--- config.mk ---
export PLATFORM = sky130hd
export DESIGN_NAME = stopwatch_btn_ctrl
export DESIGN_NICKNAME = d
export VERILOG_FILES = /design/src/rtl/stopwatch_btn_ctrl.sv
export SDC_FILE = /design/constraint.sdc
export NUM_CORES = 1
export LEC_CHECK = 0
export BUFFER_PORTS_ARGS = -buffer_cell sky130_fd_sc_hd__buf_2
export CAP_MARGIN = 40
export CORE_UTILIZATION = 60
export CTS_BUF_LIST = sky130_fd_sc_hd__clkbuf_2 sky130_fd_sc_hd__clkbuf_4 sky130_fd_sc_hd__clkbuf_8
export DETAILED_ROUTE_END_ITERATION = 16
export HOLD_SLACK_MARGIN = 0.1
export PLACE_DENSITY = 0.88
export SYNTH_ARGS = -nofsm -noshare
export SYNTH_HDL_FRONTEND = slang
export SYNTH_HIERARCHICAL = 1
export SYNTH_SLANG_ARGS = --single-unit
--- constraint.sdc ---
create_clock -name clk -period 2.9 [get_ports clk]
set_input_delay 0.58 -clock clk [delete_from_list [all_inputs] [get_ports clk]]
set_output_delay 0.58 -clock clk [all_outputs]
set_load 0.05 [all_outputs]
--- src/rtl/stopwatch_btn_ctrl.sv ---
// Push-button front end for the stopwatch: synchronise, debounce and edge-detect two buttons into a run level and a clear pulse.
// Optional feature macro: LONG_PRESS_CLEAR_EN (holding start/stop long enough also issues a clear).

module stopwatch_btn_chan #(
  parameter int DEBOUNCE_CYCLES = 1_000_000,
  parameter int CNT_W           = 20
) (
  input  logic clk,
  input  logic rst_n,
  input  logic btn,
  output logic db,
  output logic rise
);

  logic             s1;
  logic             s2;
  logic             db_q;
  logic [CNT_W-1:0] cnt;

  always_ff @(posedge clk or negedge rst_n) begin
    if (!rst_n) begin
      s1   <= 1'b0;
      s2   <= 1'b0;
      db   <= 1'b0;
      db_q <= 1'b0;
      cnt  <= '0;
    end else begin
      s1   <= btn;
      s2   <= s1;
      db_q <= db;
      // Any return to the accepted level restarts the stability window.
      if (s2 == db) begin
        cnt <= '0;
      end else if (cnt == CNT_W'(DEBOUNCE_CYCLES - 1)) begin
        db  <= s2;
        cnt <= '0;
      end else begin
        cnt <= cnt + 1'b1;
      end
    end
  end

  assign rise = db & ~db_q;

endmodule

module stopwatch_btn_ctrl #(
  parameter int DEBOUNCE_CYCLES   = 1_000_000,
  parameter int CNT_W             = 20,
  parameter int LONG_PRESS_CYCLES = 200_000_000,
  parameter int LP_W              = 28
) (
  input  logic clk,
  input  logic reset,
  input  logic btn_ss,
  input  logic btn_clr,
  output logic start,
  output logic clear,
  output logic ss_db,
  output logic clr_db
);

  typedef enum logic {
    IDLE = 1'b0,
    RUN  = 1'b1
  } state_t;

  state_t state;
  state_t state_next;
  logic   ss_rise;
  logic   clr_rise;
  logic   lp_hit;

  if (DEBOUNCE_CYCLES < 2 || (64'd1 << CNT_W) <= 64'(DEBOUNCE_CYCLES)) begin : g_bad_db
    $error("stopwatch_btn_ctrl: DEBOUNCE_CYCLES must be >=2 and fit in CNT_W");
  end
  if (LONG_PRESS_CYCLES < 2 || (64'd1 << LP_W) <= 64'(LONG_PRESS_CYCLES)) begin : g_bad_lp
    $error("stopwatch_btn_ctrl: LONG_PRESS_CYCLES must be >=2 and fit in LP_W");
  end

  stopwatch_btn_chan #(.DEBOUNCE_CYCLES(DEBOUNCE_CYCLES), .CNT_W(CNT_W)) u_ss (
    .clk   (clk),
    .rst_n (reset),
    .btn   (btn_ss),
    .db    (ss_db),
    .rise  (ss_rise)
  );

  stopwatch_btn_chan #(.DEBOUNCE_CYCLES(DEBOUNCE_CYCLES), .CNT_W(CNT_W)) u_clr (
    .clk   (clk),
    .rst_n (reset),
    .btn   (btn_clr),
    .db    (clr_db),
    .rise  (clr_rise)
  );

`ifdef LONG_PRESS_CLEAR_EN
  logic [LP_W-1:0] lp;

  // Counter parks one past the trigger value so a held button fires only once.
  always_ff @(posedge clk or negedge reset) begin
    if (!reset) begin
      lp <= '0;
    end else if (!ss_db) begin
      lp <= '0;
    end else if (lp != LP_W'(LONG_PRESS_CYCLES)) begin
      lp <= lp + 1'b1;
    end
  end

  assign lp_hit = ss_db && (lp == LP_W'(LONG_PRESS_CYCLES - 1));
`else
  assign lp_hit = 1'b0;
`endif

  always_ff @(posedge clk or negedge reset) begin
    if (!reset) begin
      state <= IDLE;
      clear <= 1'b0;
    end else begin
      state <= state_next;
      clear <= clr_rise | lp_hit;
    end
  end

  // Clear has priority over a simultaneous start/stop toggle.
  always_comb begin
    state_next = state;
    if (clr_rise || lp_hit) begin
      state_next = IDLE;
    end else if (ss_rise) begin
      state_next = (state == RUN) ? IDLE : RUN;
    end
  end

  assign start = (state == RUN);

endmodule
==> summary.md <==
| Metric | Value |
|---|---|
| Detailed placement HPWL | `3041 um` |
| Setup Viol. Count Final | `0` |
| Top Layer Used | `met4` |
| Relative slew slack | `0.5160` |
| Sw frac | `0.2326` |
| Chip Height | `64.65 um` |
| CP required | `3.05 ns` |
| WL final | `4308 um` |
| Footprint of the multi-input gates | `1064 um2` |
| Yosys warnings | `6` |
| Worst setup SP type | `flop` |
| Synth top area cells | `dfrtp_1 (53%), xnor2_1 (8.6%), nor2_1 (6.2%), xor2_1 (3.7%), nand3_1 (2.6%)` |
| Synth unique cells | `27` |
| Metal3 WL | `135 um` |
| Clk pwr share | `0.346` |
| Final cell count without fillers | `286` |
| CP Max Fanout | `18` |
| ANT nets after route | `0` |
| Cells along the critical path | `ha_1 > and3_1 > nand4_1 > o21ai_2 > nor2_1` |
| Combinational Power Share | `0.035` |
| CP delay by family, top | `compound AO/OA/AOI/OAI gates` |
| Post-CTS setup buffer count | `0` |
| Initial core utilization | `0.6337` |
| Post_cts resized | `0` |
| Reg area | `1251 um2` |
| Via count | `1,668` |
| Mean post-synth cell area | `10.51 um2` |
| Area delta synth->final | `8.289%` |
| Commonest non-fill, non-tap cell in the layout | `dfrtp_1` |
| Core area | `3716 um2` |
| Register share of total power | `0.619` |
| Buffers on Ports | `7` |
| Min-delay worst type | `input port to async pin` |
| Final antenna diode count | `0` |
| Post-synth EDFFs | `0` |
| Metal-1 WL | `1814 um` |
| Grt total ovfl | `0` |
| Post-synthesis net count | `230` |
| Inst Count DP | `278` |
| Initial antenna violation count | `0` |
| Clk buf depth | `2` |
| First-pass GRT wire length | `7369 um` |
| Worst hold margin | `0.2010 ns` |
| Clock Pin Slew Worst Setup and Hold Paths | `0.10 ns` |
| Asr flop ratio synth | `1.000` |
| Max Cap Viol | `0` |
| Pleak | `1.060 nW` |
| RSZ-0062 raised after global routing | `no` |
| Rows | `22` |
| Pre-antenna DRT Iters | `6` |
| CTS Hold Bufs | `0` |
| R2R Path Start | `u_ss/cnt[0]$_DFF_PN0_` |
| Slowest stage cell, crit path | `o21ai_2` |
| Sw power | `0.2692 mW` |
| Clk sinks | `50` |
| Initial DRC Count | `152` |
| Routed WL per cell | `15.06 um` |
| Achievable Freq | `0.5097 GHz` |
| Vias per cell | `5.832` |
| Post-layout utilization of the core | `0.6862` |
| Final Net Count | `243` |
| Worst IR Drop VDD | `0.0002584 V` |
| Int Power | `0.8881 mW` |
| Synth area leader | `dfrtp_1` |
| Final TNS setup | `0 ns` |
| Hold violation total from the final report | `0` |
| Sequential area share after synthesis | `0.5313` |
| Post-DP Area | `2460 um2` |
| CP bufs+invs | `0` |
| Mapped Cells | `224` |
| Skew final | `0.01131 ns` |
| Die footprint | `4179 um2` |
| Total GRT Usage | `0.2353` |
| CTS Buf Count | `5` |
| Fin area | `2550 um2` |
| Pwr Total | `1.157 mW` |
| Post-synth top area share | `0.5313` |
| Fraction of layout cells with a size suffix above 1 | `0.1092` |
| Outcome | `finished, final reports clean` |
| Clock tree from TritonCTS | `built` |
| # IOs | `8` |
| Die Wd | `64.65 um` |
| Reg-to-Reg End | `u_ss/cnt[13]$_DFF_PN0_` |
| Fillers | `288` |
| Final WS setup | `0.9382 ns` |
| DRC | `0` |
| Crit path kind | `flop to flop` |
| Commonest cells after routing, fill and taps aside | `dfrtp_1 (50), nor2_1 (39), xnor2_1 (23)` |
| Crit path DAT | `2.12 ns` |
| Met2 Wirelength | `2276 um` |
| Slew @ Worst Pin | `0.7260 ns` |
| Root buffer cell | `clkbuf_8` |
| Minimum clock period | `1.962 ns` |
| Crit end category | `flop` |
| Max stage delay on crit path | `0.64 ns` |
| Reg-to-reg slack, setup | `0.94 ns` |
| Pwr dens | `453.9 nW/um2` |
| Place WS | `0.9656 ns` |
| Top FF cell, synth | `dfrtp_1` |
| GP Congestion | `0.7882` |
| Vias in the first global route | `1,629` |
| Syn Std Cell Area | `2355 um2` |
| Worst r2r path cells | `5` |
| Final critical-path share of the clock period | `0.6765` |
| Htree depth | `2` |
| Largest net degree at the start of global routing | `33` |
| Yosys reg bits | `50` |
| Final Max Slew Viols | `0` |
| Worst skew pair latency | `0.30 ns` |
## flip-flops by register name, summed over array words and instances (netlist names)
| register | flops |
|---|---|
| u_ss/s2 | 1 |
| u_clr/s2 | 1 |
| u_ss/db_q | 1 |
| u_ss/db | 1 |
| u_clr/s1 | 1 |
| u_clr/db_q | 1 |
| start | 1 |
| u_clr/db | 1 |
| u_ss/cnt | 20 |
| clear | 1 |
| u_clr/cnt | 20 |
| u_ss/s1 | 1 |
## power groups by stage
| stage | Sequential, mW | Clock, mW | Combinational [mW] |
|---|---|---|---|
| after floorplan | 0.727 | 0 | 0.0194 |
| after global placement | 0.728 | 0 | 0.0373 |
| after detailed placement | 0.729 | 0 | 0.0422 |
| after CTS | 0.716 | 0.410 | 0.0424 |
| after global routing | 0.718 | 0.434 | 0.0471 |
| final | 0.716 | 0.400 | 0.0410 |
## worst register-to-register path: stages (launching register included)
cell	delay, ns
dfrtp_1	0.41
ha_1	0.22
and3_1	0.23
nand4_1	0.17
o21ai_2	0.64
nor2_1	0.15
## area by class of cell
class | instances | share of cell area
Clock buffer | 5 | 0.02699
Clock inverter | 3 | 0.008341
Inverter | 8 | 0.01178
Multi-Input combinational cell | 164 | 0.4171
Sequential cell | 50 | 0.4907
Tap cell | 48 | 0.02355
Timing Repair Buffer | 8 | 0.02159
## kinds of logic (layout without fill, tap and decap cells)
group	Yosys count	after routing	share of synthesized area
mux	6	6	0.02657
fa+ha+maj	2	2	0.01063
simple gates	113	113	0.2673
compound gates	10	10	0.02444
xor+xnor	33	33	0.1227
flops	50	50	0.5313
buf+inv	10	24	0.01700
## how the worst max path moves through the flow
stage,from,endpoint,slack [ns],cells after the start
after floorplan,u_clr/cnt[4]$_DFF_PN0_,u_clr/cnt[17]$_DFF_PN0_,1.28,4
after global placement,u_ss/cnt[0]$_DFF_PN0_,u_ss/cnt[16]$_DFF_PN0_,1.0,5
after detailed placement,u_ss/cnt[0]$_DFF_PN0_,u_ss/cnt[13]$_DFF_PN0_,0.97,5
after CTS,u_ss/cnt[0]$_DFF_PN0_,u_ss/cnt[13]$_DFF_PN0_,0.95,5
after global routing,u_ss/cnt[0]$_DFF_PN0_,u_ss/cnt[13]$_DFF_PN0_,0.75,5
final,u_ss/cnt[0]$_DFF_PN0_,u_ss/cnt[13]$_DFF_PN0_,0.94,5
## layer usage
layer  up-vias  track usage
li1        800            -
met1       827       0.2705
met2        35       0.4171
met3         6      0.04401
met4         0       0.1167
met5         -            0
## Yosys cell counts (4+ instances only)
cell type,n
nor4_1,8
xnor2_1,23
nand4_1,6
nor2_1,39
xor2_1,10
or3_1,4
nor4b_1,4
mux2i_1,4
nand3_1,12
inv_1,8
dfrtp_1,50
o21ai_0,4
nor3_1,10
a21oi_1,4
and4_1,4
nand2_1,12
Power figures use the tool's default switching activity.
